===== config.mk =====
export PLATFORM = sky130hd
export DESIGN_NAME = frame_mem_arbiter_flat
export DESIGN_NICKNAME = d
export VERILOG_FILES = /design/src/rtl/frame_mem_arbiter_if.sv /design/src/rtl/frame_mem_arbiter.sv /design/src/flat_wrapper.sv
export SDC_FILE = /design/constraint.sdc
export NUM_CORES = 1
export LEC_CHECK = 0
export CAP_MARGIN = 20
export CORE_MARGIN = 5
export CORE_UTILIZATION = 30
export CTS_CLUSTER_SIZE = 25
export DETAILED_ROUTE_END_ITERATION = 10
export PLACE_DENSITY_LB_ADDON = 0.15
export SLEW_MARGIN = 25
export SYNTH_ARGS = -nofsm -noshare
export SYNTH_HDL_FRONTEND = slang
export SYNTH_SLANG_ARGS = --single-unit
export TNS_END_PERCENT = 20

===== constraint.sdc =====
create_clock -name clk -period 2.25 [get_ports clk]
set_input_delay 0.675 -clock clk [delete_from_list [all_inputs] [get_ports clk]]
set_output_delay 0.675 -clock clk [all_outputs]
set_load 0.05 [all_outputs]

===== src/rtl/frame_mem_arbiter_if.sv =====
// Bus bundle between the frame-memory arbiter, its two requesters and the frame RAM.
// The arbiter takes the slave modport; requesters and RAM together form the master side.
interface frame_mem_arbiter_if;
  logic        vga_req;
  logic [18:0] vga_addr;
  logic [7:0]  vga_data;
  logic        vga_valid;

  logic        flt_req;
  logic        flt_we;
  logic [18:0] flt_addr;
  logic [7:0]  flt_wdata;
  logic        flt_gnt;
  logic [7:0]  flt_rdata;
  logic        flt_rvalid;

  logic [18:0] mem_addr;
  logic        mem_we;
  logic [7:0]  mem_wdata;
  logic [7:0]  mem_rdata;

  logic        starve;

  modport slave (
    input  vga_req, vga_addr, flt_req, flt_we, flt_addr, flt_wdata, mem_rdata,
    output vga_data, vga_valid, flt_gnt, flt_rdata, flt_rvalid,
           mem_addr, mem_we, mem_wdata, starve
  );

  modport master (
    output vga_req, vga_addr, flt_req, flt_we, flt_addr, flt_wdata, mem_rdata,
    input  vga_data, vga_valid, flt_gnt, flt_rdata, flt_rvalid,
           mem_addr, mem_we, mem_wdata, starve
  );
endinterface


===== src/rtl/frame_mem_arbiter.sv =====
// Single-port frame RAM arbiter: display reads have strict priority, the filter engine
// takes idle cycles through req/gnt; read data is routed back by a tag pipeline.
module frame_mem_arbiter #(
  parameter int RD_LAT     = 1,
  parameter int MEM_DEPTH  = 307200,
  parameter int STARVE_LIM = 16
) (
  input logic                 clk,
  input logic                 reset,
  frame_mem_arbiter_if.slave  bus
);

  typedef struct packed {
    logic valid;
    logic owner_flt;
    logic oob;
  } tag_t;

  logic       vga_oob;
  logic       flt_oob;
  tag_t       tag_d;
  tag_t       tag_q [1:RD_LAT];
  tag_t       ret;
  logic [7:0] ret_data;
  logic [7:0] starve_cnt;

  assign vga_oob = {13'd0, bus.vga_addr} >= MEM_DEPTH;
  assign flt_oob = {13'd0, bus.flt_addr} >= MEM_DEPTH;

  assign bus.flt_gnt = bus.flt_req & ~bus.vga_req & ~reset;

  // Stage 0 of the tag pipeline: the read being arbitrated this cycle.
  always_comb begin
    // NOTE: default first so every path assigns tag_d and no latch is inferred.
    tag_d = '0;
    if (bus.vga_req)
      tag_d = '{valid: 1'b1, owner_flt: 1'b0, oob: vga_oob};
    else if (bus.flt_gnt && !bus.flt_we)
      tag_d = '{valid: 1'b1, owner_flt: 1'b1, oob: flt_oob};
  end

  always_ff @(posedge clk or posedge reset) begin
    if (reset) begin
      bus.mem_addr  <= '0;
      bus.mem_we    <= 1'b0;
      bus.mem_wdata <= '0;
    end else begin
      // NOTE: non-blocking assignments so every register samples pre-edge values.
      bus.mem_we <= 1'b0;
      if (bus.vga_req) begin
        if (!vga_oob) bus.mem_addr <= bus.vga_addr;
      end else if (bus.flt_gnt) begin
        bus.mem_wdata <= bus.flt_wdata;
        // Out-of-range accesses leave the RAM address alone and never write.
        if (!flt_oob) begin
          bus.mem_addr <= bus.flt_addr;
          bus.mem_we   <= bus.flt_we;
        end
      end
    end
  end

  always_ff @(posedge clk or posedge reset) begin
    if (reset) begin
      // NOTE: the tag flops are reset so no stale response escapes after reset; the RAM itself never is.
      for (int i = 1; i <= RD_LAT; i++) tag_q[i] <= '0;
    end else begin
      tag_q[1] <= tag_d;
      for (int i = 2; i <= RD_LAT; i++) tag_q[i] <= tag_q[i-1];
    end
  end

  assign ret      = tag_q[RD_LAT];
  assign ret_data = ret.oob ? 8'h00 : bus.mem_rdata;

  always_ff @(posedge clk or posedge reset) begin
    if (reset) begin
      bus.vga_data   <= '0;
      bus.vga_valid  <= 1'b0;
      bus.flt_rdata  <= '0;
      bus.flt_rvalid <= 1'b0;
    end else begin
      bus.vga_valid  <= 1'b0;
      bus.flt_rvalid <= 1'b0;
      if (ret.valid) begin
        if (ret.owner_flt) begin
          bus.flt_rdata  <= ret_data;
          bus.flt_rvalid <= 1'b1;
        end else begin
          bus.vga_data  <= ret_data;
          bus.vga_valid <= 1'b1;
        end
      end
    end
  end

  // Consecutive-denial counter; saturates so starve stays up until the filter is served.
  always_ff @(posedge clk or posedge reset) begin
    if (reset)
      starve_cnt <= '0;
    else if (!bus.flt_req || bus.flt_gnt)
      starve_cnt <= '0;
    else if (starve_cnt != 8'(STARVE_LIM))
      starve_cnt <= starve_cnt + 8'd1;
  end

  assign bus.starve = (starve_cnt == 8'(STARVE_LIM));

endmodule


===== src/flat_wrapper.sv =====
// flat-port wrapper written by rule: the top's interface ports become plain ports
module frame_mem_arbiter_flat 
#(
  parameter int RD_LAT     = 1,
  parameter int MEM_DEPTH  = 307200,
  parameter int STARVE_LIM = 16
)
  (clk, reset, bus_vga_req, bus_vga_addr, bus_flt_req, bus_flt_we, bus_flt_addr, bus_flt_wdata, bus_mem_rdata, bus_vga_data, bus_vga_valid, bus_flt_gnt, bus_flt_rdata, bus_flt_rvalid, bus_mem_addr, bus_mem_we, bus_mem_wdata, bus_starve);
  frame_mem_arbiter_if bus_i ();
  input logic clk;
  input logic reset;
  input wire logic [$bits(bus_i.vga_req)-1:0] bus_vga_req;
  input wire logic [$bits(bus_i.vga_addr)-1:0] bus_vga_addr;
  input wire logic [$bits(bus_i.flt_req)-1:0] bus_flt_req;
  input wire logic [$bits(bus_i.flt_we)-1:0] bus_flt_we;
  input wire logic [$bits(bus_i.flt_addr)-1:0] bus_flt_addr;
  input wire logic [$bits(bus_i.flt_wdata)-1:0] bus_flt_wdata;
  input wire logic [$bits(bus_i.mem_rdata)-1:0] bus_mem_rdata;
  output wire logic [$bits(bus_i.vga_data)-1:0] bus_vga_data;
  output wire logic [$bits(bus_i.vga_valid)-1:0] bus_vga_valid;
  output wire logic [$bits(bus_i.flt_gnt)-1:0] bus_flt_gnt;
  output wire logic [$bits(bus_i.flt_rdata)-1:0] bus_flt_rdata;
  output wire logic [$bits(bus_i.flt_rvalid)-1:0] bus_flt_rvalid;
  output wire logic [$bits(bus_i.mem_addr)-1:0] bus_mem_addr;
  output wire logic [$bits(bus_i.mem_we)-1:0] bus_mem_we;
  output wire logic [$bits(bus_i.mem_wdata)-1:0] bus_mem_wdata;
  output wire logic [$bits(bus_i.starve)-1:0] bus_starve;
  assign bus_i.vga_req = bus_vga_req;
  assign bus_i.vga_addr = bus_vga_addr;
  assign bus_i.flt_req = bus_flt_req;
  assign bus_i.flt_we = bus_flt_we;
  assign bus_i.flt_addr = bus_flt_addr;
  assign bus_i.flt_wdata = bus_flt_wdata;
  assign bus_i.mem_rdata = bus_mem_rdata;
  assign bus_vga_data = bus_i.vga_data;
  assign bus_vga_valid = bus_i.vga_valid;
  assign bus_flt_gnt = bus_i.flt_gnt;
  assign bus_flt_rdata = bus_i.flt_rdata;
  assign bus_flt_rvalid = bus_i.flt_rvalid;
  assign bus_mem_addr = bus_i.mem_addr;
  assign bus_mem_we = bus_i.mem_we;
  assign bus_mem_wdata = bus_i.mem_wdata;
  assign bus_starve = bus_i.starve;
  frame_mem_arbiter #(.RD_LAT(RD_LAT), .MEM_DEPTH(MEM_DEPTH), .STARVE_LIM(STARVE_LIM)) u_core (.clk(clk), .reset(reset), .bus(bus_i));
endmodule

==> impl_metrics.json, run 1 <==
{
  "fp.dieW_um": 102.2,
  "timing.critical_path.from": "u_core.bus.mem_addr[4]",
  "leakagePower_nw": 1.789,
  "p_total_mw": 3.400,
  "fin_cells": 457,
  "hold_class": "input port to async pin",
  "cts_tree": "done",
  "syn_area_per_cell_um2": 11.50,
  "insertion_delay_ns": 0.33,
  "grt.overflow.total": 0,
  "status": "finished clean",
  "setup_ws_ns": 0.05916,
  "cts_inserted_buffers": 9,
  "synth.cell_area_um2": 2552,
  "fin_crit_sh_pct": 97.37,
  "grt_setup_unrepaired": "yes",
  "ys_seq_area_share_pct": 55.88,
  "die_h_um": 102.2,
  "track_usage_pct": 12.89,
  "post-route-util_pct": 48.68,
  "synth.top_cell.area_share_pct": 55.88,
  "start_util_pct": 30.91,
  "io_buffers": 106,
  "dr.first_iter.drc_count": 40,
  "cp-end-kind": "primary output",
  "wl_per_cell_um": 14.26,
  "fin_crit_ns": 2.191,
  "ios": 107,
  "clkSinkCount": 57,
  "cts_root_buf": "clkbuf_8",
  "post-route-drc-count": 0,
  "fmax_mhz": 456.4,
  "whs_ns": 0.3961,
  "critPathMaxFanout": 2,
  "netlist_instances": 222,
  "setup_violations": 0,
  "antenna_cells": 0,
  "vdd_drop_max_mv": 0.4226,
  "die_area_um2": 10450,
  "start_kind": "register",
  "powerDensity_nw_per_um2": 845.7,
  "fp.coreArea_um2": 8258,
  "drv_cap": 0,
  "drive_gt1_share_pct": 22.73,
  "clk_pin_slew_ns": 0.07,
  "slew_headroom_pct": 64.05,
  "synth_warnings": 0,
  "via_per_inst": 4.396,
  "drt-total-wl_um": 6518,
  "drv_slew": 0,
  "critPathSlowestCell": "clkdlybuf4s50_1",
  "yosysUniqueCellTypes": 34,
  "clockBufferDepth": 2,
  "grt_pass1_vias": 2059,
  "setup-tns-final_ns": 0,
  "final_net_count": 408,
  "syn-num-nets": 283,
  "final-hold-violation-count": 0,
  "dpl_cell_area_um2": 3799,
  "grt_start_max_net_pins": 28,
  "worstPathArrival_ns": 1.52,
  "worst_pin_slew_ns": 0.5393,
  "synthTopCellsByArea": "dfrtp_1, mux2_2, nand2_1",
  "yosys.area.top_type": "dfrtp_1",
  "grt_pass1_wl_um": 10270,
  "critPathMaxStageDelay_ns": 0.82,
  "crit_required_ns": 1.57,
  "timing.critical_path.buf_inv": 1,
  "dp_cells": 438,
  "antenna_found_initial": 0,
  "first_pass_iters": 4,
  "design_area_um2": 4020,
  "worst_path_dominant_cell_family": "buffers and inverters",
  "rr_startpoint": "u_core.starve_cnt[0]",
  "ant_nets": 0,
  "dp_worst_setup_slack_ns": -0.3652,
  "vias": 2009,
  "clock_skew_ns": 0.005619,
  "gp_congestion": 0.7666,
  "hpwl_um": 4820,
  "synth-seq-cells": 57,
  "path_cells": "clkdlybuf4s50_1",
  "synthToLayoutAreaGrowth_pct": 57.50,
  "htreeDepth": 3,
  "row_count": 33,
  "worstSetupPathType": "register to primary output"
}
[kinds of logic (layout without fill, tap and decap cells)]
family	Yosys count	after routing	synth area share (%)
buf+inv	16	146	3.382
mux	36	36	17.21
xor+xnor	6	6	2.059
fa+ha+maj	2	2	0.9802
flops	57	57	55.88
simple gates	76	76	13.73
compound gates	29	29	6.765
[repair_timing]
action / CTS / global route
buffers inserted: 3 / 0
hold buffers: 0 / 0
endpoints found under the setup margin: 2 / 17
resized for setup: 12 / 2
pin swaps: 2 / 1
[layout by cell type, fill, tap and decap left out, types with 3 or more instances in the layout]
cell              n
and3_1            4
nor2_1            7
clkbuf_8          9
nand2b_1         10
clkdlybuf4s50_1  98
mux2_4            9
mux2_2           27
inv_1             5
clkinv_2          3
nand3_1           5
buf_4            18
dfrtp_1          57
clkinvlp_4        3
o21ai_0          17
nand2_1          44
a21oi_1           3
xor2_1            4
[cells in the mapped netlist]
cell / count
or3b_1: 1
nor4bb_1: 1
and3_1: 4
nand2_1: 44
a211o_1: 1
o311ai_0: 1
clkinv_1: 1
nand4b_1: 1
buf_1: 1
clkbuf_1: 3
o31ai_1: 1
o211a_1: 1
buf_2: 2
mux2_4: 9
dfrtp_1: 57
a21oi_1: 3
xnor2_1: 2
nor2_1: 7
o21ba_2: 1
xor2_1: 4
inv_1: 7
mux2_2: 27
buf_6: 1
nor3_1: 1
o21ai_0: 18
nand2b_1: 10
nand3_1: 5
buf_12: 1
nand3b_1: 1
nor2b_1: 1
o21a_1: 1
o22ai_1: 1
ha_1: 2
o21ai_2: 1
[state kept, by name, summed over array words and instances, names as in the netlist]
| name | count |
|---|---|
| u_core.bus.flt_rdata | 8 |
| u_core.bus.flt_rvalid | 1 |
| u_core.bus.mem_addr | 19 |
| u_core.bus.mem_wdata | 8 |
| u_core.bus.mem_we | 1 |
| u_core.bus.vga_data | 8 |
| u_core.bus.vga_valid | 1 |
| u_core.ret | 3 |
| u_core.starve_cnt | 8 |
[layout make-up]
class | instances | area [um2]
clock buffer | 9 | 123.9
inverter | 8 | 35.03
multi-input combinational | 149 | 1057
timing repair buffer | 122 | 1200
clock inverter | 7 | 46.29
sequential | 57 | 1426
tap | 105 | 131.4
fill | 808 | 4238
[per-layer routing]
layer / up-vias / global-route usage [%] / share of wire, %
met3: 7 / 4.369 / 9.1
li1: 995 / - / -
met5: - / 0 / 0
met1: 938 / 16.88 / 44
met4: 0 / 6.155 / 1.7
met2: 69 / 19.14 / 46
[final timing paths]
kind                       cells after the start                 endpoint  slack [ns]
min reg2reg                                    2  u_core.bus.mem_wdata[2]        0.48
min in group clk                               2  u_core.bus.mem_wdata[2]        0.48
max in group asynchronous                      3  u_core.bus.mem_wdata[0]        1.31
min                                            2     u_core.starve_cnt[2]        0.40
max reg2reg                                    7     u_core.starve_cnt[0]        0.81
max                                            1          bus_mem_addr[4]        0.06
[report_power, final]
part / leakage, nW / switching [mW] / internal [mW] / total, mW
sequential: 0.708 / 0.0854 / 1.18 / 1.27
clock: 0.0814 / 0.436 / 0.396 / 0.832
combinational: 1.00 / 0.784 / 0.514 / 1.30
total: 1.79 / 1.30 / 2.09 / 3.40
Power figures use the tool's default switching activity.
==> run 2, diff against run 1 <==
Settings changed: CORE_ASPECT_RATIO set to 1.25, CORE_MARGIN 5 to 4.
==> run 2 against run 1 <==
Worst hold slack gained 0.077 ns. Highest routed layer unchanged. Sequential cell count unchanged. Clock power rose by 5.6%. Critical endpoint is now bus_flt_gnt. Wire length fell by 2.7%. Register-to-register slack barely moved. Via count decreased by 0.55%.
==> impl_metrics.json, run 2 (same netlist as run 1, synthesis figures left out) <==
{
  "clock_skew_ns": 0.007315,
  "critPathSlowestCell": "or3b_4",
  "final_cell_mix": "clkdlybuf4s50_1, dfrtp_1, nand2_1, mux2_2, o21ai_0",
  "die_area_um2": 10060,
  "fp.dieW_um": 90.50,
  "rrSetupSlack_ns": 0.82,
  "fin_crit_sh_pct": 99.75,
  "worstPathArrival_ns": 1.57,
  "worst_pin_slew_ns": 0.5816,
  "critPathMaxFanout": 2,
  "drv_slew": 0,
  "hold_class": "register to register",
  "worstSetupPathType": "input port to primary output",
  "crit_required_ns": 1.57,
  "layout_commonest_cell": "clkdlybuf4s50_1",
  "final_net_count": 406,
  "fin_cells": 446,
  "largest_reg_flops": 19,
  "gp_congestion": 0.7597,
  "timing.critical_path.from": "reset",
  "top_register": "u_core.bus.mem_addr",
  "sequentialPowerShare_pct": 37.0,
  "grt_pass1_wl_um": 10460,
  "row_count": 37,
  "drv_cap": 0,
  "htreeDepth": 3,
  "fin_crit_ns": 2.244,
  "start_util_pct": 30.80,
  "whs_ns": 0.4729,
  "cts_root_buf": "clkbuf_8",
  "grt_start_max_net_pins": 58,
  "drt-total-wl_um": 6340,
  "cp-end-kind": "primary output",
  "timing.critical_path.buf_inv": 3,
  "path_cells": "dlygate4sd2_1 -> or3b_4 -> clkinv_4 -> buf_8",
  "critPathMaxStageDelay_ns": 0.43,
  "track_usage_pct": 13.14,
  "switching_power_mw": 1.248,
  "clk_pin_slew_ns": 0.06,
  "p_int_mw": 2.198,
  "reg2regPathDepth": 7,
  "cts_inserted_buffers": 9,
  "swShare_pct": 36.22,
  "p_comb_share_pct": 37.5,
  "synthToLayoutAreaGrowth_pct": 57.06,
  "clockBufferDepth": 2,
  "dpl_cell_area_um2": 3784,
  "fp.coreArea_um2": 8287,
  "grt.overflow.total": 0,
  "dp_cells": 428,
  "rr_startpoint": "u_core.starve_cnt[0]",
  "slew_headroom_pct": 61.23,
  "powerDensity_nw_per_um2": 859.8,
  "design_area_um2": 4009,
  "first_pass_iters": 4,
  "clkSinkCount": 57,
  "cts_tree": "done",
  "status": "finished clean",
  "grt_pass1_vias": 2098,
  "die_h_um": 111.1,
  "dr.first_iter.drc_count": 38,
  "insertion_delay_ns": 0.33,
  "fmax_mhz": 445.6,
  "worst_path_dominant_cell_family": "buffers and inverters",
  "final-hold-violation-count": 0,
  "antenna_cells": 0,
  "crit_end": "bus_flt_gnt",
  "worstReg2RegEnd": "u_core.starve_cnt[0]",
  "p_total_mw": 3.447,
  "ios": 107,
  "power_frac_clock_pct": 25.5,
  "post-route-drc-count": 0,
  "vias": 1998,
  "via_per_inst": 4.480,
  "cp_num_cells": 4,
  "ant_nets": 0,
  "wl_per_cell_um": 14.22,
  "antenna_found_initial": 0,
  "vdd_drop_max_mv": 0.3451,
  "grt_setup_unrepaired": "yes",
  "io_buffers": 106,
  "start_kind": "input port",
  "setup-tns-final_ns": 0,
  "setup_violations": 0,
  "hpwl_um": 4652,
  "drive_gt1_share_pct": 21.78,
  "leakagePower_nw": 1.797
}
run 2: worst min-delay path: stages, from the launching register on:
cell and delay [ns]:
dfrtp_1 0.34, nand2_1 0.05, nand2_1 0.05
run 2: power by group through the flow:
| stage | Combinational, mW | Clock (mW) | Sequential (mW) |
|---|---|---|---|
| 6_report | 1.29 | 0.879 | 1.27 |
| 5_1_grt | 1.36 | 0.957 | 1.30 |
| 4_1_cts | 1.30 | 0.915 | 1.28 |
| 3_5_place_dp | 1.30 | 0 | 1.29 |
| 3_3_place_gp | 1.29 | 0 | 1.29 |
| 2_1_floorplan | 0.261 | 0 | 1.83 |
run 2: worst min path at each step:
stage	start	to	slack, ns	cells past startpoint
final	u_core.bus.mem_wdata[0]	u_core.bus.mem_wdata[0]	0.47	2
after global routing	u_core.bus.flt_rdata[4]	u_core.bus.flt_rdata[4]	0.51	2
after CTS	u_core.bus.mem_wdata[0]	u_core.bus.mem_wdata[0]	0.48	2
after detailed placement	u_core.bus.mem_wdata[0]	u_core.bus.mem_wdata[0]	0.46	2
after global placement	u_core.bus.mem_wdata[1]	u_core.bus.mem_wdata[1]	0.46	2
after floorplan	u_core.starve_cnt[7]	u_core.starve_cnt[7]	0.51	2
run 2: layer usage:
metal | global-route usage (%) | up-vias | share of wire [%] | wire [um]
li1 | - | 996 | - | -
met5 | 0 | - | 0 | 0
met4 | 4.597 | 0 | 1.4 | 90
met2 | 22.07 | 72 | 48 | 3035
met3 | 4.956 | 7 | 6.8 | 428
met1 | 15.24 | 923 | 44 | 2786
run 2: stage by stage:
| step | setup slack [ns] | util, % |
|---|---|---|
| 3_3_place_gp | -0.3583 | 45.66 |
| 3_5_place_dp | -0.3581 | 45.66 |
| 4_1_cts | 0.0004009 | 48.20 |
| 5_1_grt | -0.06433 | 48.38 |
| 2_1_floorplan | 0.09945 | - |
| 6_report | 0.005681 | 48.38 |
run 2: final cells by class:
class | count | area (um2)
fill | 767 | 4278
sequential | 57 | 1426
timing repair buffer | 120 | 1192
multi-input combinational | 149 | 1057
clock buffer | 11 | 131.4
tap | 97 | 121.4
clock inverter | 4 | 45.04
inverter | 8 | 35.03
run 2: repair_timing:
action,4_1_cts,5_1_grt
setup buffers,1,2
setup endpoints to repair,2,18
gates resized for setup,11,1
hold buffers,0,0
pin swaps,2,0
